[config.mk]
export PLATFORM = sky130hd
export DESIGN_NAME = lcd_refresh_ctrl_flat
export DESIGN_NICKNAME = d
export VERILOG_FILES = /design/src/rtl/lcd_pkg.sv /design/src/rtl/lcd_refresh_ctrl_if.sv /design/src/rtl/lcd_char_buf.sv /design/src/rtl/lcd_refresh_ctrl.sv /design/src/flat_wrapper.sv
export SDC_FILE = /design/constraint.sdc
export NUM_CORES = 1
export LEC_CHECK = 0
export CAP_MARGIN = 40
export CORE_MARGIN = 5
export CORE_UTILIZATION = 51
export CTS_CLUSTER_DIAMETER = 150
export DETAILED_ROUTE_END_ITERATION = 10
export GPL_ROUTABILITY_DRIVEN = 0
export PLACE_DENSITY_LB_ADDON = 0.2
export REMOVE_ABC_BUFFERS = 1
export SLEW_MARGIN = 20
export SYNTH_ARGS = -nofsm -noshare
export SYNTH_HDL_FRONTEND = slang
export SYNTH_SLANG_ARGS = --single-unit
export TNS_END_PERCENT = 5
[constraint.sdc]
create_clock -name CLK -period 4 [get_ports CLK]
set_clock_uncertainty 0.1 [all_clocks]
set_input_delay 0.6 -clock CLK [delete_from_list [all_inputs] [get_ports CLK]]
set_output_delay 0.6 -clock CLK [all_outputs]
set_load 0.01 [all_outputs]
[src/rtl/lcd_pkg.sv]
// Shared encodings and HD44780 command bytes for the LCD refresh sequencer.
package lcd_pkg;

   typedef enum logic [2:0] {
      S_BOOT,
      S_INIT,
      S_LINE,
      S_CHAR,
      S_DRAIN,
      S_GAP
   } state_t;

   localparam logic [7:0] LCD_CMD_FUNC_4B2L = 8'h28;
   localparam logic [7:0] LCD_CMD_DISP_ON   = 8'h0C;
   localparam logic [7:0] LCD_CMD_CLEAR     = 8'h01;
   localparam logic [7:0] LCD_CMD_ENTRY_INC = 8'h06;
   localparam logic [7:0] LCD_CMD_ROW0      = 8'h80;
   localparam logic [7:0] LCD_CMD_ROW1      = 8'hC0;
   localparam logic [7:0] LCD_SPACE         = 8'h20;

   function automatic logic [7:0] init_cmd(input logic [1:0] idx);
      case (idx)
         2'd0:    init_cmd = LCD_CMD_FUNC_4B2L;
         2'd1:    init_cmd = LCD_CMD_DISP_ON;
         2'd2:    init_cmd = LCD_CMD_CLEAR;
         default: init_cmd = LCD_CMD_ENTRY_INC;
      endcase
   endfunction

endpackage

[src/rtl/lcd_refresh_ctrl_if.sv]
// Character-buffer write port plus the start/busy handshake to the 4-bit LCD engine.
interface lcd_refresh_ctrl_if;
   logic       buf_we;
   logic [4:0] buf_addr;
   logic [7:0] buf_wdata;
   logic       comm_start;
   logic [7:0] comm_data_w;
   logic       comm_write;
   logic       comm_system;
   logic       comm_busy;

   modport master (
      input  buf_we, buf_addr, buf_wdata, comm_busy,
      output comm_start, comm_data_w, comm_write, comm_system
   );

   modport slave (
      output buf_we, buf_addr, buf_wdata, comm_busy,
      input  comm_start, comm_data_w, comm_write, comm_system
   );
endinterface

[src/rtl/lcd_char_buf.sv]
// 32x8 character frame store: async clear to spaces, sync write, comb read.
module lcd_char_buf
   import lcd_pkg::*;
(
   input  logic       CLK,
   input  logic       RST,
   input  logic       we,
   input  logic [4:0] waddr,
   input  logic [7:0] wdata,
   input  logic [4:0] raddr,
   output logic [7:0] rdata
);

   logic [31:0][7:0] mem;

   always_ff @(posedge CLK or negedge RST) begin
      if (!RST)    mem <= {32{LCD_SPACE}};
      else if (we) mem[waddr] <= wdata;
   end

   assign rdata = mem[raddr];

endmodule

[src/rtl/lcd_refresh_ctrl.sv]
// Init-then-refresh sequencer above the HD44780 4-bit engine; one byte in flight at a time.
// Optional LCD_REFRESH_CTRL_DIRTY_EN: only refresh after the buffer has been written.
module lcd_refresh_ctrl
   import lcd_pkg::*;
#(
   parameter int COLS       = 16,
   parameter int GAP_CYCLES = 24000000,
   parameter int GAP_WIDTH  = 25
) (
   input  logic               CLK,
   input  logic               RST,
   lcd_refresh_ctrl_if.master bus,
   output logic               init_done,
   output logic               frame_done
);

   localparam int CW = $clog2(COLS);
   localparam logic [GAP_WIDTH:0] GAP_N   = (GAP_WIDTH+1)'(GAP_CYCLES);
   localparam logic [GAP_WIDTH:0] GAP_ONE = (GAP_WIDTH+1)'(1);

   state_t                 state, state_nxt;
   logic [1:0]             init_idx, init_idx_nxt;
   logic                   row, row_nxt;
   logic [CW-1:0]          col, col_nxt;
   logic [GAP_WIDTH-1:0]   gap_cnt, gap_nxt;
   logic                   start_nxt, sys_nxt, init_done_nxt, frame_done_nxt;
   logic [7:0]             data_nxt, rd_data;
   logic                   can_issue, gap_exp, gap_go;

   lcd_char_buf u_buf (
      .CLK   (CLK),
      .RST   (RST),
      .we    (bus.buf_we),
      .waddr (bus.buf_addr),
      .wdata (bus.buf_wdata),
      .raddr ({row, col}),
      .rdata (rd_data)
   );

   // The engine raises busy combinationally with start, but gate on start too
   // so a single request can never be issued twice.
   assign can_issue = !bus.comm_busy && !bus.comm_start;
   assign gap_exp   = ({1'b0, gap_cnt} + GAP_ONE) >= GAP_N;
   assign bus.comm_write = 1'b1;

`ifdef LCD_REFRESH_CTRL_DIRTY_EN
   logic dirty, clr_dirty;
   assign clr_dirty = can_issue && (state == S_LINE) && !row;
   assign gap_go    = gap_exp && dirty;

   // A write in the same cycle as the row-0 command wins, forcing another frame.
   always_ff @(posedge CLK or negedge RST) begin
      if (!RST)             dirty <= 1'b1;
      else if (bus.buf_we)  dirty <= 1'b1;
      else if (clr_dirty)   dirty <= 1'b0;
   end
`else
   assign gap_go = gap_exp;
`endif

   always_ff @(posedge CLK or negedge RST) begin
      if (!RST) begin
         state           <= S_BOOT;
         init_idx        <= '0;
         row             <= 1'b0;
         col             <= '0;
         gap_cnt         <= '0;
         bus.comm_start  <= 1'b0;
         bus.comm_data_w <= 8'h00;
         bus.comm_system <= 1'b1;
         init_done       <= 1'b0;
         frame_done      <= 1'b0;
      end else begin
         state           <= state_nxt;
         init_idx        <= init_idx_nxt;
         row             <= row_nxt;
         col             <= col_nxt;
         gap_cnt         <= gap_nxt;
         bus.comm_start  <= start_nxt;
         bus.comm_data_w <= data_nxt;
         bus.comm_system <= sys_nxt;
         init_done       <= init_done_nxt;
         frame_done      <= frame_done_nxt;
      end
   end

   always_comb begin
      state_nxt      = state;
      init_idx_nxt   = init_idx;
      row_nxt        = row;
      col_nxt        = col;
      gap_nxt        = gap_cnt;
      start_nxt      = 1'b0;
      data_nxt       = bus.comm_data_w;
      sys_nxt        = bus.comm_system;
      init_done_nxt  = init_done;
      frame_done_nxt = 1'b0;
      case (state)
         S_BOOT: if (!bus.comm_busy) begin
            state_nxt    = S_INIT;
            init_idx_nxt = '0;
         end
         S_INIT: if (can_issue) begin
            start_nxt    = 1'b1;
            data_nxt     = init_cmd(init_idx);
            sys_nxt      = 1'b1;
            init_idx_nxt = init_idx + 2'd1;
            if (init_idx == 2'd3) begin
               init_done_nxt = 1'b1;
               row_nxt       = 1'b0;
               state_nxt     = S_LINE;
            end
         end
         S_LINE: if (can_issue) begin
            start_nxt = 1'b1;
            data_nxt  = row ? LCD_CMD_ROW1 : LCD_CMD_ROW0;
            sys_nxt   = 1'b1;
            col_nxt   = '0;
            state_nxt = S_CHAR;
         end
         S_CHAR: if (can_issue) begin
            start_nxt = 1'b1;
            data_nxt  = rd_data;
            sys_nxt   = 1'b0;
            col_nxt   = col + CW'(1);
            if (col == CW'(COLS-1)) begin
               if (!row) begin
                  row_nxt   = 1'b1;
                  state_nxt = S_LINE;
               end else begin
                  state_nxt = S_DRAIN;
               end
            end
         end
         S_DRAIN: if (!bus.comm_busy) begin
            frame_done_nxt = 1'b1;
            gap_nxt        = '0;
            state_nxt      = S_GAP;
         end
         S_GAP: begin
            if (gap_go) begin
               row_nxt   = 1'b0;
               state_nxt = S_LINE;
            end else if (!gap_exp) begin
               gap_nxt = gap_cnt + 1'b1;
            end
         end
         default: state_nxt = S_BOOT;
      endcase
   end

endmodule
[src/flat_wrapper.sv]
// flat-port wrapper written by rule: the top's interface ports become plain ports
module lcd_refresh_ctrl_flat import lcd_pkg::*;
#(
   parameter int COLS       = 16,
   parameter int GAP_CYCLES = 24000000,
   parameter int GAP_WIDTH  = 25
)
  (CLK, RST, init_done, frame_done, bus_buf_we, bus_buf_addr, bus_buf_wdata, bus_comm_busy, bus_comm_start, bus_comm_data_w, bus_comm_write, bus_comm_system);
  lcd_refresh_ctrl_if bus_i ();
  input  logic CLK;
  input  logic RST;
  output logic init_done;
  output logic frame_done;
  input wire logic [$bits(bus_i.buf_we)-1:0] bus_buf_we;
  input wire logic [$bits(bus_i.buf_addr)-1:0] bus_buf_addr;
  input wire logic [$bits(bus_i.buf_wdata)-1:0] bus_buf_wdata;
  input wire logic [$bits(bus_i.comm_busy)-1:0] bus_comm_busy;
  output wire logic [$bits(bus_i.comm_start)-1:0] bus_comm_start;
  output wire logic [$bits(bus_i.comm_data_w)-1:0] bus_comm_data_w;
  output wire logic [$bits(bus_i.comm_write)-1:0] bus_comm_write;
  output wire logic [$bits(bus_i.comm_system)-1:0] bus_comm_system;
  assign bus_i.buf_we = bus_buf_we;
  assign bus_i.buf_addr = bus_buf_addr;
  assign bus_i.buf_wdata = bus_buf_wdata;
  assign bus_i.comm_busy = bus_comm_busy;
  assign bus_comm_start = bus_i.comm_start;
  assign bus_comm_data_w = bus_i.comm_data_w;
  assign bus_comm_write = bus_i.comm_write;
  assign bus_comm_system = bus_i.comm_system;
  lcd_refresh_ctrl #(.COLS(COLS), .GAP_CYCLES(GAP_CYCLES), .GAP_WIDTH(GAP_WIDTH)) u_core (.CLK(CLK), .RST(RST), .bus(bus_i), .init_done(init_done), .frame_done(frame_done));
endmodule
Word-level counts from Yosys, hierarchy flattened
Cells that the tools add are included.
- logic and storage cells: 134
- input port bits: 17
- latch bits: 0
- register bits: 303
- output and inout bits: 13
- RAM bits: 0
- memories: 0
- bits in read-only memories: 0
- equal/unequal tests: 19
- $mul: 0
- div/mod/pow operators: 0
- $lt $le $gt $ge: 4
- bitwise operators: 0
- $add $sub $neg: 4
- reductions and logical operators: 22
- shift-type cells: 0
- muxes and demuxes: 43
- operators with widths (kind ; number):
    256-bit bitwise mux ; 1
    25-bit 2-to-1 mux ; 2
    25-bit case mux with 2 select lines ; 1
    8-bit binary-select mux with 5-bit select ; 1
    8-bit demux with 5-bit select ; 1
    8-bit 2-to-1 mux ; 5
    3-bit 2-to-1 mux ; 9
    25-bit by 1-bit adder with 26-bit output, second input constant ; 1
    26-bit by 25-bit >= comparator with 1-bit output, second input constant ; 1
    25-bit by 1-bit adder with 25-bit output, second input constant ; 1
    8-bit case mux with 3 select lines ; 1
    3-bit case mux with 6 select lines ; 1
    6-bit case mux with 3 select lines ; 1
    3-bit AND reduction ; 5
    2-bit by 1-bit != test with 1-bit output, second input constant ; 7
    5-bit by 6-bit less-than comparator with 1-bit output, second input constant ; 2
    1-bit 2-to-1 mux ; 11
    4-bit 2-to-1 mux ; 2
    4-bit case mux with 2 select lines ; 1
    8-bit AND reduction ; 1
    2-bit nonzero test ; 4
    7-bit 2-to-1 mux ; 1
    3-bit by 2-bit equality test with 1-bit output, second input constant ; 2
    3-bit equality test, second input constant ; 2
    other kinds (21) ; 28

Logic depth before layout (Yosys ltp)
- word-level depth: 5
- mapped depth: 11
- gate-level depth less buffers: 9

By module
From an unflattened synthesis, not the netlist that was laid out.
- cells, all modules: 1027
- area total of the unflattened synthesis: 14620.3 µm²
- by module, submodules not included (module ; instances ; cells an instance ; area each (µm²) ; sequential area each (µm²)):
    lcd_char_buf ; 1 ; 699 ; 11688.7 ; 6446.2
    lcd_refresh_ctrl ; 1 ; 328 ; 2931.6 ; 1177.4

Worst setup path before layout
No wires, ideal clock.
- path type: register to register
- from: register u_core.gap_cnt[0]
- to: register u_core.gap_cnt[13]
- buffers on the path: 1
- arrival time: 2632 ps
- slack: 1142 ps
- library setup time: 126 ps
- cell stages (with the launch flop): 11
- path through: dfrtp_1 -> ha_1 -> nand4_1 -> nor4_4 -> and3_1 -> xor2_1 -> o32ai_2 -> o21a_1 -> nor2_1 -> buf_2 -> a221o_1
- longest elaborated chain between the ends: 4
- RTL lines (item ; RTL line ; RTL):
    from (decl) ; lcd_refresh_ctrl.sv:25 ; logic [GAP_WIDTH-1:0] gap_cnt, gap_nxt;
    from (signal assigned) ; lcd_refresh_ctrl.sv:78 ; gap_cnt <= gap_nxt;
    25-bit by 1-bit adder with 26-bit output ; lcd_refresh_ctrl.sv:43 ; assign gap_exp = ({1'b0, gap_cnt} + GAP_ONE) >= GAP_N;
    26-bit by 25-bit >= comparator with 1-bit output ; lcd_refresh_ctrl.sv:43 ;
    2-bit != test (no line) ; n/a ;
    3-bit AND reduction (no line) ; n/a ;
Several ways; a longest one is shown, not always the timed one. The select of a mux whose other input is x is not followed.
A chain may end at the register's enable or synchronous reset.

Worst setup path in the final report
- from: register u_core.gap_cnt[0]
- to: register u_core.gap_cnt[15]
Same word-level chain as after synthesis.

==> reports/results.ini <==
[clock_tree]
cts_setup_buffers=0
cts_resized=0
cts.sinks=303
insertion_delay_ps=500
cts-htree-levels=2
cts_tree=yes
cts_buffer_depth=3
path_clk_slew_ps=60
cts_root_buf=clkbuf_16
numCtsBuffers=35

[placed_design]
dp_slack_ps=500
numPortBuffers=28
place_inst=1401
post-dp-hpwl_mm=20.7
placedInstanceArea_um2=15300

[sta]
post-route-min-period_ps=3480
drv_slew=0
setup_viol=0
max_slew_margin_pct=43.1
rsz0062_at_grt=no
timing.hold.ws_ps=381
setup_ws_ps=520
period_share_pct=87.0
fin_setup_tns_ps=0
worst_pin_slew_ps=851
fmax_ghz=0.287
finalHoldViolCount=0

[power]
leakagePower_nw=7.19
p_sw_mw=2.98
switching_share_pct=28.9
finalPower_mw=10.3
p_clk_share_pct=31.5
vdd_drop_max_v=0.000283
power_per_cell_area_nw_per_um2=625
comb_power_share_pct=28.4
p_int_mw=7.32
p_seq_share_pct=40.1

[global_routing]
grt_pass1_vias=9117
overflow=0
grt_max_degree=86
grt_use_total_pct=21.1
antenna_found_initial=1
grt_pass1_wl_mm=52.3

[critical_path]
crit_buf_inv=1
cp_cell_sequence=ha_1 > nand4_1 > or4_4 > a22o_1 > a31oi_1 > o32ai_2 > o21a_1 > nor2_1 > buf_4 > a221o_1
worstReg2RegStart=u_core.gap_cnt[0]$_DFFE_PN0P_
r2r_end=u_core.gap_cnt[15]$_DFFE_PN0P_
cp.required_ps=4340
startpoint_type=flip-flop
worstRegToRegCells=10
cpMaxStageDelayCell=or4_4
cp-end-kind=flip-flop
max_stage_delay_ps=630
setup.worst_path.class=flip-flop to flip-flop
cp_top_family=simple AND/OR/NAND/NOR gates
arrival_ps=3820
path_max_fanout=12
r2r_setup_slack_ps=520

[synthesis]
ys_seq_area_share_pct=52.6
synthArstFlopShare_pct=100
synth_top_area_share_pct=46.6
synth_area_leaders=dfrtp_1, mux2_2, mux4_2
yosysMostFrequentCell=dfrtp_1
synth_top_flop_cell=dfrtp_1
synth_common_cells=dfrtp_1, mux2_2, mux4_2
yosysWarnings=0
synth_area_um2=14500
syn_area_per_cell_um2=14.0
synthCells=1034
synth_cell_types=65
synth_top_cell_by_area=dfrtp_1
synth_edf_count=0
synth-seq-cells=303

[run_status]
outcome=completed

[die]
num_rows=61
die_y_um=179
die_x_um=179
io_pins=30
die_area_um2=31900
start_util_pct=51.9
core-area_um2=27900

[route]
drt-vias-per-instance=6.02
drc_errors=0
avgRoutedWirePerCell_um=22.0
drtIter0Drc=625
vias=8838
antenna_left=0
wirelength_mm=32.3
first_pass_iters=7

[layout]
regArea_um2=7630
nFillCells=2272
drive_gt1_share_pct=42.6
final_util_pct=59.0
syn_to_final_growth_pct=13.7
stdcell_count=1468
multi_input_area_um2=6560
antenna_cells=0
fin_area_um2=16500
fin_nets=1087

[min_path]
holdPathStages=1
min_path_type=flip-flop to flip-flop
min_from=u_core.init_done$_DFFE_PN0P_
whs_endpoint=u_core.init_done$_DFFE_PN0P_

[run]
drv_cap=0

how the worst max path moves through the flow:
stage / slack [ps] / from / cells past startpoint / end
CTS: 480 / u_core.gap_cnt[0]$_DFFE_PN0P_ / 10 / u_core.gap_cnt[15]$_DFFE_PN0P_
detailed placement: 500 / u_core.gap_cnt[0]$_DFFE_PN0P_ / 10 / u_core.gap_cnt[5]$_DFFE_PN0P_
finish: 520 / u_core.gap_cnt[0]$_DFFE_PN0P_ / 10 / u_core.gap_cnt[15]$_DFFE_PN0P_
global route: 290 / u_core.gap_cnt[0]$_DFFE_PN0P_ / 11 / u_core.gap_cnt[15]$_DFFE_PN0P_
floorplan: -400 / u_core.col[0]$_DFFE_PN0P_ / 6 / u_core.bus.comm_data_w[5]$_DFFE_PN0P_
global placement: 570 / u_core.gap_cnt[0]$_DFFE_PN0P_ / 10 / u_core.gap_cnt[13]$_DFFE_PN0P_
routing by layer:
metal,up-vias,routed length [µm],GRT usage [%],share of wire (%)
met3,41,1150,3.43,3.6
met5,-,11,0,0.034
met2,141,15100,32.8,47
met1,4707,15400,31.8,48
met4,2,522,4.16,1.6
li1,3947,-,-,-
layout by cell type, fill, tap and decap left out, drive strengths merged, types with 21 or more instances in the layout:
| cell type | instances |
|---|---|
| nand2 | 47 |
| mux4 | 74 |
| clkbuf | 54 |
| dfstp | 33 |
| clkdlybuf4s50 | 27 |
| a21oi | 21 |
| buf | 31 |
| mux2 | 261 |
| dfrtp | 270 |
| nor2 | 45 |
| nand3 | 21 |
state kept, by name (all words and copies together), names as in the netlist:
register,count
u_core.bus.comm_data_w,8
u_core.bus.comm_system,1
u_core.state,3
u_core.frame_done,1
u_core.init_done,1
u_core.gap_cnt,25
u_core.col,4
u_core.u_buf.mem,256
u_core.init_idx,2
u_core.bus.comm_start,1
u_core.row,1
layout make-up:
class                           instances  share of cell area (%)
Clock buffer                           54                    6.25
Clock inverter                          9                   0.904
Inverter                               11                   0.251
Multi-Input combinational cell        654                    39.8
Sequential cell                       303                    46.3
Tap cell                              378                    2.87
Timing Repair Buffer                   59                    3.60
what timing repair did:
| item | in CTS | in global routing |
|---|---|---|
| setup endpoints to repair | 0 | 0 |
| hold endpoints to repair | 62 | 0 |
| hold buffers | 1 | 0 |
power by group through the flow:
stage	registers, mW	clock network (mW)	logic [mW]
2_1_floorplan	4.28	0	1.84
3_3_place_gp	4.15	0	2.90
3_5_place_dp	4.18	0	2.94
4_1_cts	4.13	3.33	2.96
5_1_grt	4.21	3.45	3.16
6_report	4.13	3.25	2.93
cells by family after synthesis:
| group | count (synthesis) | share of synthesized area, % |
|---|---|---|
| xor+xnor | 3 | 0.181 |
| simple gates | 196 | 7.04 |
| compound gates | 102 | 4.96 |
| flops | 303 | 52.6 |
| fa+ha+maj | 6 | 0.518 |
| other cells | 1 | 0.0259 |
| mux | 346 | 32.5 |
| buf+inv | 77 | 2.13 |
No activity file was read; power rests on OpenSTA's default activity.
==> RTL edit, RTL diff (config.mk and constraints unchanged) <==
Remove the register `frame_done`: a continuous assignment takes its place, so the output `frame_done` follows one clock earlier.
--- a/src/rtl/lcd_refresh_ctrl.sv
+++ b/src/rtl/lcd_refresh_ctrl.sv
@@ -69,7 +69,6 @@
          bus.comm_data_w <= 8'h00;
          bus.comm_system <= 1'b1;
          init_done       <= 1'b0;
-         frame_done      <= 1'b0;
       end else begin
          state           <= state_nxt;
          init_idx        <= init_idx_nxt;
@@ -80,9 +79,10 @@
          bus.comm_data_w <= data_nxt;
          bus.comm_system <= sys_nxt;
          init_done       <= init_done_nxt;
-         frame_done      <= frame_done_nxt;
       end
    end
+
+   assign frame_done = frame_done_nxt;
 
    always_comb begin
       state_nxt      = state;
Formal check against the unedited RTL: no difference found for any inputs over 4 cycles, from zero or initial values and one cycle with RST low; that may be too few to reach the edited logic, so the function may still have changed.
==> RTL edit against the original RTL <==
Hold slack got worse by 0.27 ns; design area up 0.30%; worst setup slack worse by 0.15 ns; area after synthesis rose by 1.2%; die area up 1.1%; synthesized cell count is 3.6% higher; critical path depth decreased by 2; routed wire length is 3.1% higher; sequential cell count fell by 1.
Power is not compared: it rests on default switching activity, and its combinational part moved more than twofold at a synthesized area within 25%.
==> RTL edit: results (changes against the original RTL) <==
Critical path
  – Crit path max-delay cell type: or4_1 (was or4_4)
  – Crit Path Max Fanout: 13 (was 12)
  – RR Endpoint: u_core.gap_cnt[5]$_DFFE_PN0P_ (was u_core.gap_cnt[15]$_DFFE_PN0P_)
  – R2r worst-path depth: 8 (was 10)
  – Largest delay share family, worst path: simple AND/OR/NAND/NOR gates (unchanged)
  – Worst EP arrival: 3.89 ns (was 3.82 ns)
  – FF-to-FF Start: u_core.gap_cnt[12]$_DFFE_PN0P_ (was u_core.gap_cnt[0]$_DFFE_PN0P_)
  – Max incr delay on CP: 0.76 ns (was 0.63 ns)

Layout
  – Fillers: 2355 (was 2272)
  – Multi-input logic area: 6690 sq um (was 6560 sq um)
  – ANT cells: 0 (unchanged)
  – Layout cells sized above 1: 41.5% (was 42.6%)
  – Top flop regs: u_core.u_buf.mem (256), u_core.gap_cnt (25), u_core.bus.comm_data_w (8) (unchanged)
  – Layout Cells excl Fill: 1509 (was 1468)
  – Layout Nets: 1124 (was 1087)

Synth
  – Async SR Flop Fraction: 100% (unchanged)
  – Most instantiated cells after synthesis: dfrtp_1, mux2_2, mux4_2 (unchanged)
  – Synth Area in Adders: 0.597% (was 0.518%)
  – Mux cell area share after synthesis: 32.0% (was 32.5%)
  – Syn Area/Cell: 13.7 sq um (was 14.0 sq um)
  – Main area contributors after synthesis: dfrtp_1, mux2_2, mux4_2 (unchanged)
  – Post-Synth XOR/XNOR Area: 0.0597% (was 0.181%)
  – Post-synthesis sequential area ratio: 51.8% (was 52.6%)
  – Synth Area in Compound Gates: 5.97% (was 4.96%)
  – Yosys cell types: 70 (was 65)

Clocking
  – Root buffer cell: clkbuf_16 (unchanged)
  – CTS Buffer Depth: 3 (unchanged)
  – CTS Buf Count: 34 (was 35)
  – Setup Buffers After CTS: 0 (unchanged)
  – Post_cts resized: 0 (unchanged)
  – Hold_buf cts: 0 (was 1)
  – Number of H-tree levels: 2 (unchanged)

Routing
  – Initial DRC Count: 708 (was 625)
  – Vias per Instance: 6.05 (was 6.02)
  – Final wirelength: 33300 um (was 32300 um)
  – Length of the first detailed-routing pass in iterations: 5 (was 7)

Pwr
  – VDD IR max: 0.229 mV
  – Pleak: 7.08 nW

Placed design
  – DPL Wire Length: 21800 um (was 20700 um)
  – Placed cells: 1445 (was 1401)
  – Pre-CTS worst setup slack: 0.397 ns (was 0.500 ns)
  – Port bufs: 28 (unchanged)

Global routing
  – Met1 Use GR: 31.1% (was 31.8%)
  – Initial antenna violation count: 0 (was 1)
  – GR Layer Usage met2: 33.0% (was 32.8%)
  – First-pass GRT wire length: 54300 um (was 52300 um)
  – Pin count of the biggest net entering global routing: 126 (was 86)
  – GRT Total Usage: 20.9% (was 21.1%)
  – Met3 Resource Use GR: 3.54% (was 3.43%)
  – Vias in the first global route: 9385 (was 9117)

STA
  – Slew headroom: 34.6% (was 43.1%)
  – Setup ws final: 0.373 ns (was 0.520 ns)

Min path
  – HP Class: primary input to async pin (was flop to flop)

Status
  – Status: finished, final reports clean (unchanged)
## RTL edit: changes by cell type in the layout (fill, tap and decap cells not counted), sizes merged, moves of 4 or more
cell,change
a211o,-6
a21oi,-4
and3,-6
buf,+6
bufinv,-4
inv,+11
nand2,+6
nand4,+4
nor3,-6
nor4,+5
o21ai,+23
or3,+6
## RTL edit: routing by layer
metal / vias to the layer above / part of all wire [%]
li1: 4079 / -
met1: 4799 / 47
met5: - / 0
met2: 231 / 47
met3: 26 / 4.9
met4: 0 / 1.1
## RTL edit: report_power, final
group | internal [mW] | leakage, nW | switching (mW)
clock | 1.75 | 0.520 | 1.21
sequential | 3.65 | 3.78 | 0.309
combinational | 0.670 | 2.79 | 0.447
## RTL edit: how the worst min path moves through the flow
stage / to / slack (ns) / cells past startpoint
floorplan: u_core.bus.comm_data_w[0]$_DFFE_PN0P_ / 0.20 / 0
global placement: u_core.bus.comm_data_w[0]$_DFFE_PN0P_ / 0.36 / 2
detailed placement: u_core.bus.comm_data_w[2]$_DFFE_PN0P_ / 0.37 / 2
CTS: u_core.u_buf.mem[74]$_DFFE_PN0P_ / 0.15 / 1
global route: u_core.u_buf.mem[10]$_DFFE_PN0P_ / 0.18 / 1
finish: u_core.u_buf.mem[10]$_DFFE_PN0P_ / 0.11 / 1
## RTL edit: layout make-up
class | instances | area share (%)
clock buffer | 53 | 6.15
clock inverter | 8 | 0.257
inverter | 23 | 0.522
multi-input combinational | 675 | 40.5
sequential | 302 | 46.0
tap | 384 | 2.91
timing repair buffer | 64 | 3.63
## RTL edit: logic make-up after synthesis
group                    after synthesis
other                                  1
AND/OR/NAND/NOR                      197
AO/OA/AOI/OAI                        123
adder cells (fa/ha/maj)                7
buffers and inverters                 94
flip-flops                           302
multiplexers                         346
XOR/XNOR                               1
